$ cat src/rtl/fir_ctrl_pkg.sv
`default_nettype none
// ============================================================================
// Module      : fir_ctrl_pkg
// Description : Shared state encoding and defaults for the FIR stream controller.
// Revision    : 1.0 - initial release
// ============================================================================
package fir_ctrl_pkg;

    localparam int unsigned c_N_TAPS_DEFAULT  = 15;
    localparam int unsigned c_FIR_LAT_DEFAULT = 3;

    // A flush counts zero issues 0..N_TAPS-2, so $clog2(N_TAPS) bits suffice.
    function automatic int unsigned flush_cnt_width(input int unsigned n_taps);
        return (n_taps > 2) ? $clog2(n_taps) : 1;
    endfunction

    localparam int unsigned c_FLUSH_CNT_W = flush_cnt_width(c_N_TAPS_DEFAULT);

    typedef enum logic [1:0] {
        ST_CLEAR = 2'd0,
        ST_RUN   = 2'd1,
        ST_FLUSH = 2'd2,
        ST_DRAIN = 2'd3
    } ctrl_state_e;

endpackage
`default_nettype wire

$ cat src/rtl/fir_ctrl_fifo.sv
`default_nettype none
// ============================================================================
// Module      : fir_ctrl_fifo
// Description : Synchronous first-word-fall-through FIFO with occupancy count
//               and synchronous clear.
// Revision    : 1.0 - initial release
// ============================================================================
module fir_ctrl_fifo #(
    parameter int unsigned WIDTH = 8,
    parameter int unsigned DEPTH = 4
) (
    input  logic                           clk,
    input  logic                           i_srst,
    input  logic                           i_clr,
    input  logic                           i_wr,
    input  logic [WIDTH-1:0]               i_wdata,
    input  logic                           i_rd,
    output logic [WIDTH-1:0]               o_rdata,
    output logic                           o_full,
    output logic [$clog2(DEPTH+1)-1:0]     o_count
);
    localparam int unsigned c_AW = (DEPTH > 1) ? $clog2(DEPTH) : 1;
    localparam int unsigned c_CW = $clog2(DEPTH + 1);

    logic [WIDTH-1:0] r_mem_q [DEPTH];
    logic [c_AW-1:0]  r_wptr_q, w_wptr_d;
    logic [c_AW-1:0]  r_rptr_q, w_rptr_d;
    logic [c_CW-1:0]  r_count_q, w_count_d;
    logic             w_empty;
    logic             w_do_wr;
    logic             w_do_rd;

    function automatic logic [c_AW-1:0] ptr_inc(input logic [c_AW-1:0] ptr);
        return (ptr == c_AW'(DEPTH - 1)) ? '0 : ptr + c_AW'(1);
    endfunction

    assign w_empty = (r_count_q == '0);
    assign o_full  = (r_count_q == c_CW'(DEPTH));
    assign o_count = r_count_q;
    assign o_rdata = r_mem_q[r_rptr_q];

    // A read frees the head slot, so a write into a full FIFO is accepted alongside it.
    assign w_do_rd = i_rd & ~w_empty;
    assign w_do_wr = i_wr & (~o_full | w_do_rd);

    always_comb begin
        w_wptr_d  = r_wptr_q;
        w_rptr_d  = r_rptr_q;
        w_count_d = r_count_q;
        if (w_do_wr) begin
            w_wptr_d = ptr_inc(r_wptr_q);
        end
        if (w_do_rd) begin
            w_rptr_d = ptr_inc(r_rptr_q);
        end
        case ({w_do_wr, w_do_rd})
            2'b10:   w_count_d = r_count_q + c_CW'(1);
            2'b01:   w_count_d = r_count_q - c_CW'(1);
            default: w_count_d = r_count_q;
        endcase
        if (i_clr) begin
            w_wptr_d  = '0;
            w_rptr_d  = '0;
            w_count_d = '0;
        end
    end

    always_ff @(posedge clk) begin
        if (i_srst) begin
            r_wptr_q  <= '0;
            r_rptr_q  <= '0;
            r_count_q <= '0;
        end else begin
            r_wptr_q  <= w_wptr_d;
            r_rptr_q  <= w_rptr_d;
            r_count_q <= w_count_d;
        end
    end

    always_ff @(posedge clk) begin
        if (w_do_wr && !i_clr) begin
            r_mem_q[r_wptr_q] <= i_wdata;
        end
    end

endmodule
`default_nettype wire

$ cat src/rtl/fir_stream_ctrl.sv
`default_nettype none
// ============================================================================
// Module      : fir_stream_ctrl
// Description : Sequences a non-stallable pipelined FIR: issues samples, tracks
//               result latency, buffers results behind a credit counter, and
//               handles flush and clear. Define FIR_CTRL_STATS_EN to add the
//               o_cnt_in / o_cnt_out sample and result counters.
// Revision    : 1.0 - initial release
// ============================================================================
module fir_stream_ctrl
    import fir_ctrl_pkg::*;
#(
    parameter int unsigned WW_INPUT   = 8,
    parameter int unsigned WW_OUTPUT  = 8,
    parameter int unsigned N_TAPS     = c_N_TAPS_DEFAULT,
    parameter int unsigned FIR_LAT    = c_FIR_LAT_DEFAULT,
    parameter int unsigned FIFO_DEPTH = 4
) (
    input  logic                 clk,
    input  logic                 i_srst,
    input  logic                 s_valid,
    output logic                 s_ready,
    input  logic [WW_INPUT-1:0]  s_data,
    output logic                 m_valid,
    input  logic                 m_ready,
    output logic [WW_OUTPUT-1:0] m_data,
    output logic                 fir_en,
    output logic                 fir_srst,
    output logic [WW_INPUT-1:0]  fir_data,
    input  logic [WW_OUTPUT-1:0] fir_result,
    input  logic                 i_flush,
    input  logic                 i_clear,
    output logic                 o_busy,
`ifdef FIR_CTRL_STATS_EN
    output logic [31:0]          o_cnt_in,
    output logic [31:0]          o_cnt_out,
`endif
    output logic                 o_flush_done
);
    localparam int unsigned          c_CRED_W     = $clog2(FIFO_DEPTH + 1);
    localparam int unsigned          c_FLUSH_W    = flush_cnt_width(N_TAPS);
    localparam logic [c_CRED_W-1:0]  c_CRED_FULL  = c_CRED_W'(FIFO_DEPTH);
    localparam logic [c_FLUSH_W-1:0] c_FLUSH_LAST = c_FLUSH_W'(N_TAPS - 2);

    ctrl_state_e                      r_state_q, w_state_d;
    logic [c_FLUSH_W-1:0]             r_flush_cnt_q, w_flush_cnt_d;
    logic [c_CRED_W-1:0]              r_credits_q, w_credits_d;
    logic [FIR_LAT-1:0]               r_vpipe_q, w_vpipe_d;
    logic                             r_flush_done_q, w_flush_done_d;

    logic                             w_has_credit;
    logic                             w_hs;
    logic                             w_flush_issue;
    logic                             w_issue;
    logic                             w_pop;
    logic                             w_fifo_wr;
    logic                             w_fifo_full;
    logic [$clog2(FIFO_DEPTH+1)-1:0]  w_fifo_count;
    logic [WW_OUTPUT-1:0]             w_fifo_head;

    // Credits count FIFO slots not yet claimed by an issued sample, so every
    // result in flight is guaranteed a slot even with m_ready held low.
    assign w_has_credit  = (r_credits_q != '0);
    assign s_ready       = ~i_srst & (r_state_q == ST_RUN) & w_has_credit;
    assign w_hs          = s_valid & s_ready;
    assign w_flush_issue = ~i_srst & (r_state_q == ST_FLUSH) & w_has_credit;
    assign w_issue       = w_hs | w_flush_issue;

    assign fir_en        = w_issue;
    assign fir_data      = w_hs ? s_data : '0;
    assign fir_srst      = i_srst | (r_state_q == ST_CLEAR);
    assign o_busy        = i_srst | (r_state_q != ST_RUN);
    assign o_flush_done  = r_flush_done_q;

    assign m_valid       = ~i_srst & (w_fifo_count != '0);
    assign m_data        = w_fifo_head;
    assign w_pop         = m_valid & m_ready;
    assign w_fifo_wr     = r_vpipe_q[FIR_LAT-1];

    fir_ctrl_fifo #(
        .WIDTH (WW_OUTPUT),
        .DEPTH (FIFO_DEPTH)
    ) u_fifo (
        .clk     (clk),
        .i_srst  (i_srst),
        .i_clr   (i_clear),
        .i_wr    (w_fifo_wr),
        .i_wdata (fir_result),
        .i_rd    (w_pop),
        .o_rdata (w_fifo_head),
        .o_full  (w_fifo_full),
        .o_count (w_fifo_count)
    );

    always_comb begin
        w_state_d      = r_state_q;
        w_flush_cnt_d  = r_flush_cnt_q;
        w_flush_done_d = 1'b0;
        w_vpipe_d      = (r_vpipe_q << 1) | FIR_LAT'(w_issue);

        case ({w_issue, w_pop})
            2'b10:   w_credits_d = r_credits_q - c_CRED_W'(1);
            2'b01:   w_credits_d = r_credits_q + c_CRED_W'(1);
            default: w_credits_d = r_credits_q;
        endcase

        case (r_state_q)
            ST_CLEAR: begin
                w_state_d     = ST_RUN;
                w_flush_cnt_d = '0;
            end
            ST_RUN: begin
                if (i_flush) begin
                    w_state_d     = ST_FLUSH;
                    w_flush_cnt_d = '0;
                end
            end
            ST_FLUSH: begin
                if (w_flush_issue) begin
                    if (r_flush_cnt_q == c_FLUSH_LAST) begin
                        w_state_d     = ST_DRAIN;
                        w_flush_cnt_d = '0;
                    end else begin
                        w_flush_cnt_d = r_flush_cnt_q + c_FLUSH_W'(1);
                    end
                end
            end
            ST_DRAIN: begin
                if (r_vpipe_q == '0) begin
                    w_state_d      = ST_RUN;
                    w_flush_done_d = 1'b1;
                end
            end
            default: w_state_d = ST_CLEAR;
        endcase

        // Clear discards everything in flight; it overrides any flush activity.
        if (i_clear) begin
            w_state_d      = ST_CLEAR;
            w_flush_cnt_d  = '0;
            w_flush_done_d = 1'b0;
            w_vpipe_d      = '0;
            w_credits_d    = c_CRED_FULL;
        end
    end

    always_ff @(posedge clk) begin
        if (i_srst) begin
            r_state_q      <= ST_CLEAR;
            r_flush_cnt_q  <= '0;
            r_credits_q    <= c_CRED_FULL;
            r_vpipe_q      <= '0;
            r_flush_done_q <= 1'b0;
        end else begin
            r_state_q      <= w_state_d;
            r_flush_cnt_q  <= w_flush_cnt_d;
            r_credits_q    <= w_credits_d;
            r_vpipe_q      <= w_vpipe_d;
            r_flush_done_q <= w_flush_done_d;
        end
    end

`ifdef FIR_CTRL_STATS_EN
    logic [31:0] r_cnt_in_q, w_cnt_in_d;
    logic [31:0] r_cnt_out_q, w_cnt_out_d;

    always_comb begin
        w_cnt_in_d  = r_cnt_in_q + 32'(w_hs);
        w_cnt_out_d = r_cnt_out_q + 32'(w_pop);
        if (i_clear) begin
            w_cnt_in_d  = '0;
            w_cnt_out_d = '0;
        end
    end

    always_ff @(posedge clk) begin
        if (i_srst) begin
            r_cnt_in_q  <= '0;
            r_cnt_out_q <= '0;
        end else begin
            r_cnt_in_q  <= w_cnt_in_d;
            r_cnt_out_q <= w_cnt_out_d;
        end
    end

    assign o_cnt_in  = r_cnt_in_q;
    assign o_cnt_out = r_cnt_out_q;
`endif

    a_no_fifo_overflow: assert property (@(posedge clk) disable iff (i_srst)
        !(w_fifo_wr && w_fifo_full));

endmodule
`default_nettype wire

$ cat config.mk
export PLATFORM = sky130hd
export DESIGN_NAME = fir_stream_ctrl
export DESIGN_NICKNAME = d
export VERILOG_FILES = /design/src/rtl/fir_ctrl_pkg.sv /design/src/rtl/fir_ctrl_fifo.sv /design/src/rtl/fir_stream_ctrl.sv
export SDC_FILE = /design/constraint.sdc
export NUM_CORES = 1
export LEC_CHECK = 0
export ABC_AREA = 1
export BUFFER_PORTS_ARGS = -buffer_cell sky130_fd_sc_hd__buf_2
export CORE_MARGIN = 2
export CORE_UTILIZATION = 41
export CTS_BUF_LIST = sky130_fd_sc_hd__clkbuf_4 sky130_fd_sc_hd__clkbuf_8
export DETAILED_ROUTE_END_ITERATION = 7
export PLACE_DENSITY_LB_ADDON = 0.12
export SLEW_MARGIN = 20
export SYNTH_ARGS = -nofsm -noshare
export SYNTH_HDL_FRONTEND = slang
export SYNTH_SLANG_ARGS = --single-unit
$ cat constraint.sdc
create_clock -name clk -period 3.8 [get_ports clk]
set_input_delay 1.14 -clock clk [delete_from_list [all_inputs] [get_ports clk]]
set_output_delay 1.14 -clock clk [all_outputs]
set_load 0.01 [all_outputs]
# Yosys cells after proc, flatten, opt, wreduce, memory -nomap -nowiden
# Memory sizes are Yosys's and may differ from the RTL's. A register that Yosys moved wholly into a read port is not among the register bits.
# Index checks and enable logic that the tools add are counted.
# W data, S select, Z words.
# word_totals
regBits,20
latchBits,0
ram_bits,32
rom_bits,0
input_bits,22
out_inout_bits,22
word_cells,83
memories,1
# memory_table
memory,words,width,read_ports,rd_clocked_by_memory_dff,write_ports,line_no,text
u_fifo.r_mem_q,4,8,1,1,1,fir_ctrl_fifo.sv:25,logic [WIDTH-1:0] r_mem_q [DEPTH];
# op_classes
addsub,7
n_mul,0
n_div,0
magnitude_cmp,0
eq_ne,16
shifts,0
mux,19
n_bitwise,18
n_reduce_logical,14
# ops
cell,count
$mux W2,8
$eq A2 B2 Y1 const B,6
$mux W4,3
$pmux W3 S2,2
$pmux W4 S3,1
$and A1 B1 Y1,9
$reduce_bool A3 Y1,3
$mux W8,1
$pmux W2 S4,1
$add A3 B1 Y3 const B,2
$eq A2 B1 Y1 const B,3
$logic_not A3 Y1,2
$ne A2 B2 Y1 const B,3
$sub A3 B1 Y3 const B,2
$add A2 B1 Y2 const B,2
$add A4 B1 Y4 const B,1
$eq A4 B4 Y1 const B,1
$ne A2 B1 Y1 const B,2
$not A1 Y1,4
$or A1 B1 Y1,4
$reduce_and A4 Y1,1
$reduce_bool A2 Y1,2
$eq A3 B3 Y1 const B,1
$mux W1,3
7 further kinds,7

# Longest topological paths before layout
# depth
depth_word,9
ltp_mapped,15
depth_no_buf,15

# By module
# Synthesis repeated with hierarchy kept, for this count alone.
# unflattened
cells_unflattened,277
area_unflattened_um2,2588.7
# modules_own_cells
mod,instances,cells_per_inst,area_each_um2,seq_area_each_um2
fir_ctrl_fifo,1,147,1719.1,1141.1
fir_stream_ctrl,1,130,869.6,260.2

# Worst setup path after synthesis
# Ideal clock, no wire load.
# synth_path
path_kind,input to output
start,in i_srst
end,out fir_data[0]
arrival_time_ps,1885
required_time_ps,2660
path_slack_ps,775
cell_stages,5
path_buffers,0
path_cell_list,inv_1 nand2_1 a21oi_2 nand2_2 nor2_1
# synth_between
elab_chain_cells,5
# synth_lines
element,line_no,text
start: declaration,fir_stream_ctrl.sv:20,"input logic i_srst,"
$not A1 Y1,fir_stream_ctrl.sv:64,assign s_ready = ~i_srst & (r_state_q == ST_RUN) & w_has_credit;
$and A1 B1 Y1 (2 in a row),fir_stream_ctrl.sv:64,
net s_ready,fir_stream_ctrl.sv:22,"output logic s_ready,"
$and A1 B1 Y1,fir_stream_ctrl.sv:65,assign w_hs = s_valid & s_ready;
$mux W8,fir_stream_ctrl.sv:70,assign fir_data = w_hs ? s_data : '0;
end: declaration,fir_stream_ctrl.sv:29,"output logic [WW_INPUT-1:0] fir_data,"
# The timed path passes the listed nets, and every way through them passes these cells.

# Worst setup path in the final report
# layout_path
start,in i_srst
end,out fir_data[6]
# layout_between
elab_chain_cells,5
# layout_lines
element,line_no
$not A1 Y1,fir_stream_ctrl.sv:64
$and A1 B1 Y1 (2 in a row),fir_stream_ctrl.sv:64
$and A1 B1 Y1,fir_stream_ctrl.sv:65
$mux W8,fir_stream_ctrl.sv:70
# Every way passes these cells.

==> flow_summary.json <==
{
  "synth_mux_area_share_pct": 0,
  "synth_top_family_by_area": "simple AND/OR/NAND/NOR gates",
  "grt_use_total_pct": 14.8,
  "outcome": "finished, final reports clean",
  "hold_viol": 0,
  "required_ps": 2660,
  "switching_share_pct": 23.7,
  "grt_max_degree": 20,
  "drt-total-wl_um": 4470,
  "vias_per_cell": 4.67,
  "start_util_pct": 42.3,
  "io_buffers": 43,
  "setup_violations": 0,
  "yosys_warnings": 0,
  "cp_max_fo": 9,
  "clk_latency_ps": 300,
  "ir_drop_mv": 0.153,
  "clockBufferDepth": 2,
  "nets": 349,
  "power.share.sequential_pct": 60.8,
  "setup_tns_ps": 0,
  "syn_inst": 264,
  "die_h_um": 82.1,
  "fin_util_pct": 48.9,
  "critPathLaunchType": "input pin",
  "netSwitchingPower_mw": 0.245,
  "cts_tree": "yes",
  "synthFlopType": "edfxtp_1",
  "syn_area_per_cell_sq_um": 9.48,
  "drcViolationCount": 0,
  "cts_setup_buffers": 0,
  "clock-sinks": 54,
  "drtIter0Drc": 106,
  "relSlewSlack_pct": 64.4,
  "hp-class": "flip-flop to flip-flop",
  "rows": 28,
  "synthAdderAreaFrac_pct": 8.10,
  "end_kind": "primary output",
  "arrival_ps": 1990,
  "critPathKind": "input pin to primary output",
  "ctsResizeCount": 0,
  "synth_seq_cells": 54,
  "power_density_nw_per_um2": 357,
  "dr.pass1.iters": 4,
  "dpl-instance-area_sq_um": 2800,
  "synth_compound_area_share_pct": 9.15,
  "finClkSkew_ps": 8.81,
  "worstMarginPinSlew_ps": 533,
  "synth-simple-area-share_pct": 20.0,
  "htreeDepth": 2,
  "fillers": 548,
  "netlist_area_sq_um": 2500,
  "fin_crit_ps": 3130,
  "leakage_nw": 1.24,
  "layout_common_cells": "45 x nor2_1, 43 x buf_2, 37 x inv_1, 35 x nand2_1, 32 x edfxtp_1",
  "holdWs_ps": 432,
  "overflow": 0,
  "core-area_sq_um": 5920,
  "synth_cell_types": 25,
  "postRouteAntennaNets": 0,
  "die_area_sq_um": 6750,
  "fin_crit_sh_pct": 82.4,
  "mostFrequentLayoutCell": "nor2_1",
  "synth-edff-count": 32,
  "r2r_start": "r_state_q[0]$_SDFFE_PP0P_",
  "hp-start": "r_vpipe_q[1]$_SDFF_PP0_",
  "drive_above_1_share_pct": 23.0,
  "grt_pass1_vias": 1715,
  "path_clk_slew_ps": 100,
  "intPower_mw": 0.790,
  "cts_hold_buf": 0,
  "synth_nets": 301,
  "syn_to_final_growth_pct": 15.7,
  "num_vias": 1812,
  "worstSetupStartpoint": "i_srst",
  "design.portCount": 44,
  "grt_setup_unrepaired": "no",
  "cts_root_buffer": "clkbuf_8",
  "die-width_um": 82.1,
  "power.share.clock_pct": 31.5,
  "combPwrFrac_pct": 7.7,
  "antenna_found_initial": 0,
  "maxCapViolCount": 0,
  "fin_area_sq_um": 2900,
  "yosysSeqAreaShare_pct": 56.0,
  "dp_hpwl_um": 3230,
  "cts_made_buffers": 5,
  "synth_xor_area_share_pct": 0.350,
  "drv_slew": 0,
  "fmaxAchievable_mhz": 319,
  "globalplace.congestion": 0.849,
  "antennaDiodeCount": 0,
  "synthArstFlopShare_pct": 0,
  "detail_route.wl_per_cell_um": 11.5,
  "grt_pass1_wl_um": 7600
}
state kept, by name, indices dropped and copies added (netlist names), named ones only:
| register | flops |
|---|---|
| u_fifo.r_mem_q | 32 |
| r_flush_cnt_q | 4 |
| r_credits_q | 3 |
| r_vpipe_q | 3 |
| u_fifo.o_count | 3 |
| r_state_q | 2 |
| u_fifo.r_rptr_q | 2 |
| u_fifo.r_wptr_q | 2 |
| o_flush_done | 1 |
cell type report:
cell class / count / area, sq um / area share (%)
clock inverters: 3 / 26.3 / 0.907
flip-flops and latches: 54 / 1400 / 48.4
multi-input cells: 168 / 942 / 32.5
clock buffers: 5 / 68.8 / 2.37
repair buffers: 43 / 215 / 7.43
well taps: 75 / 93.8 / 3.24
inverters: 40 / 150 / 5.18
cells in the mapped netlist (4+ instances only):
library cell	instances	area, sq um
ha_1	13	163
dfxtp_1	22	440
nor2_2	6	37.5
o22ai_1	8	50.1
edfxtp_1	32	961
nand2_2	4	25.0
nand3_1	9	45.0
inv_1	37	139
nor2_1	45	169
a21oi_1	10	50.1
nand2_1	35	131
o21ai_0	22	110
metal layers:
| metal | global-route usage (%) | part of all wire (%) | up-vias |
|---|---|---|---|
| li1 | - | - | 956 |
| met1 | 18.3 | 46 | 816 |
| met2 | 25.9 | 48 | 34 |
| met3 | 3.48 | 4.5 | 6 |
| met4 | 4.50 | 1.2 | 0 |
| met5 | 0 | 0 | - |
metrics by stage:
step | setup slack [ps] | power [mW] | std cells
after floorplan | 775 | 0.691 | 264
after global placement | 716 | 0.724 | 380
after detailed placement | 661 | 0.723 | 380
after CTS | 656 | 1.05 | 388
after global routing | 528 | 1.08 | 388
final | 669 | 1.03 | 388
final timing paths:
kind                                               endpoint  cells after the start  slack [ps]
worst min register to register      r_vpipe_q[2]$_SDFF_PP0_                      2         430
worst min-delay path                r_vpipe_q[2]$_SDFF_PP0_                      2         430
worst max register to register  r_credits_q[2]$_SDFFE_PP1P_                     14        1550
worst max-delay path                            fir_data[6]                      7         670
worst max-delay path: stages:
cell and delay [ps]:
buf_2 130, inv_1 110, nand2_1 90, a21oi_2 130
nand2_2 130, nor2_1 110, buf_2 130
cells by family after synthesis:
logic type	after synthesis
adders and majority gates	15
xor gates and xnor gates	1
AOI/OAI and AO/OA	42
buffers and inverters	42
DFF	54
and+or+nand+nor	110
power by group through the flow:
stage	sequential, mW	clock [mW]	combinational [mW]
after floorplan	0.641	0	0.0498
after global placement	0.643	0	0.0811
after detailed placement	0.643	0	0.0807
after CTS	0.629	0.341	0.0811
after global routing	0.630	0.360	0.0932
final	0.629	0.326	0.0796
(Power assumes the default switching activity.)
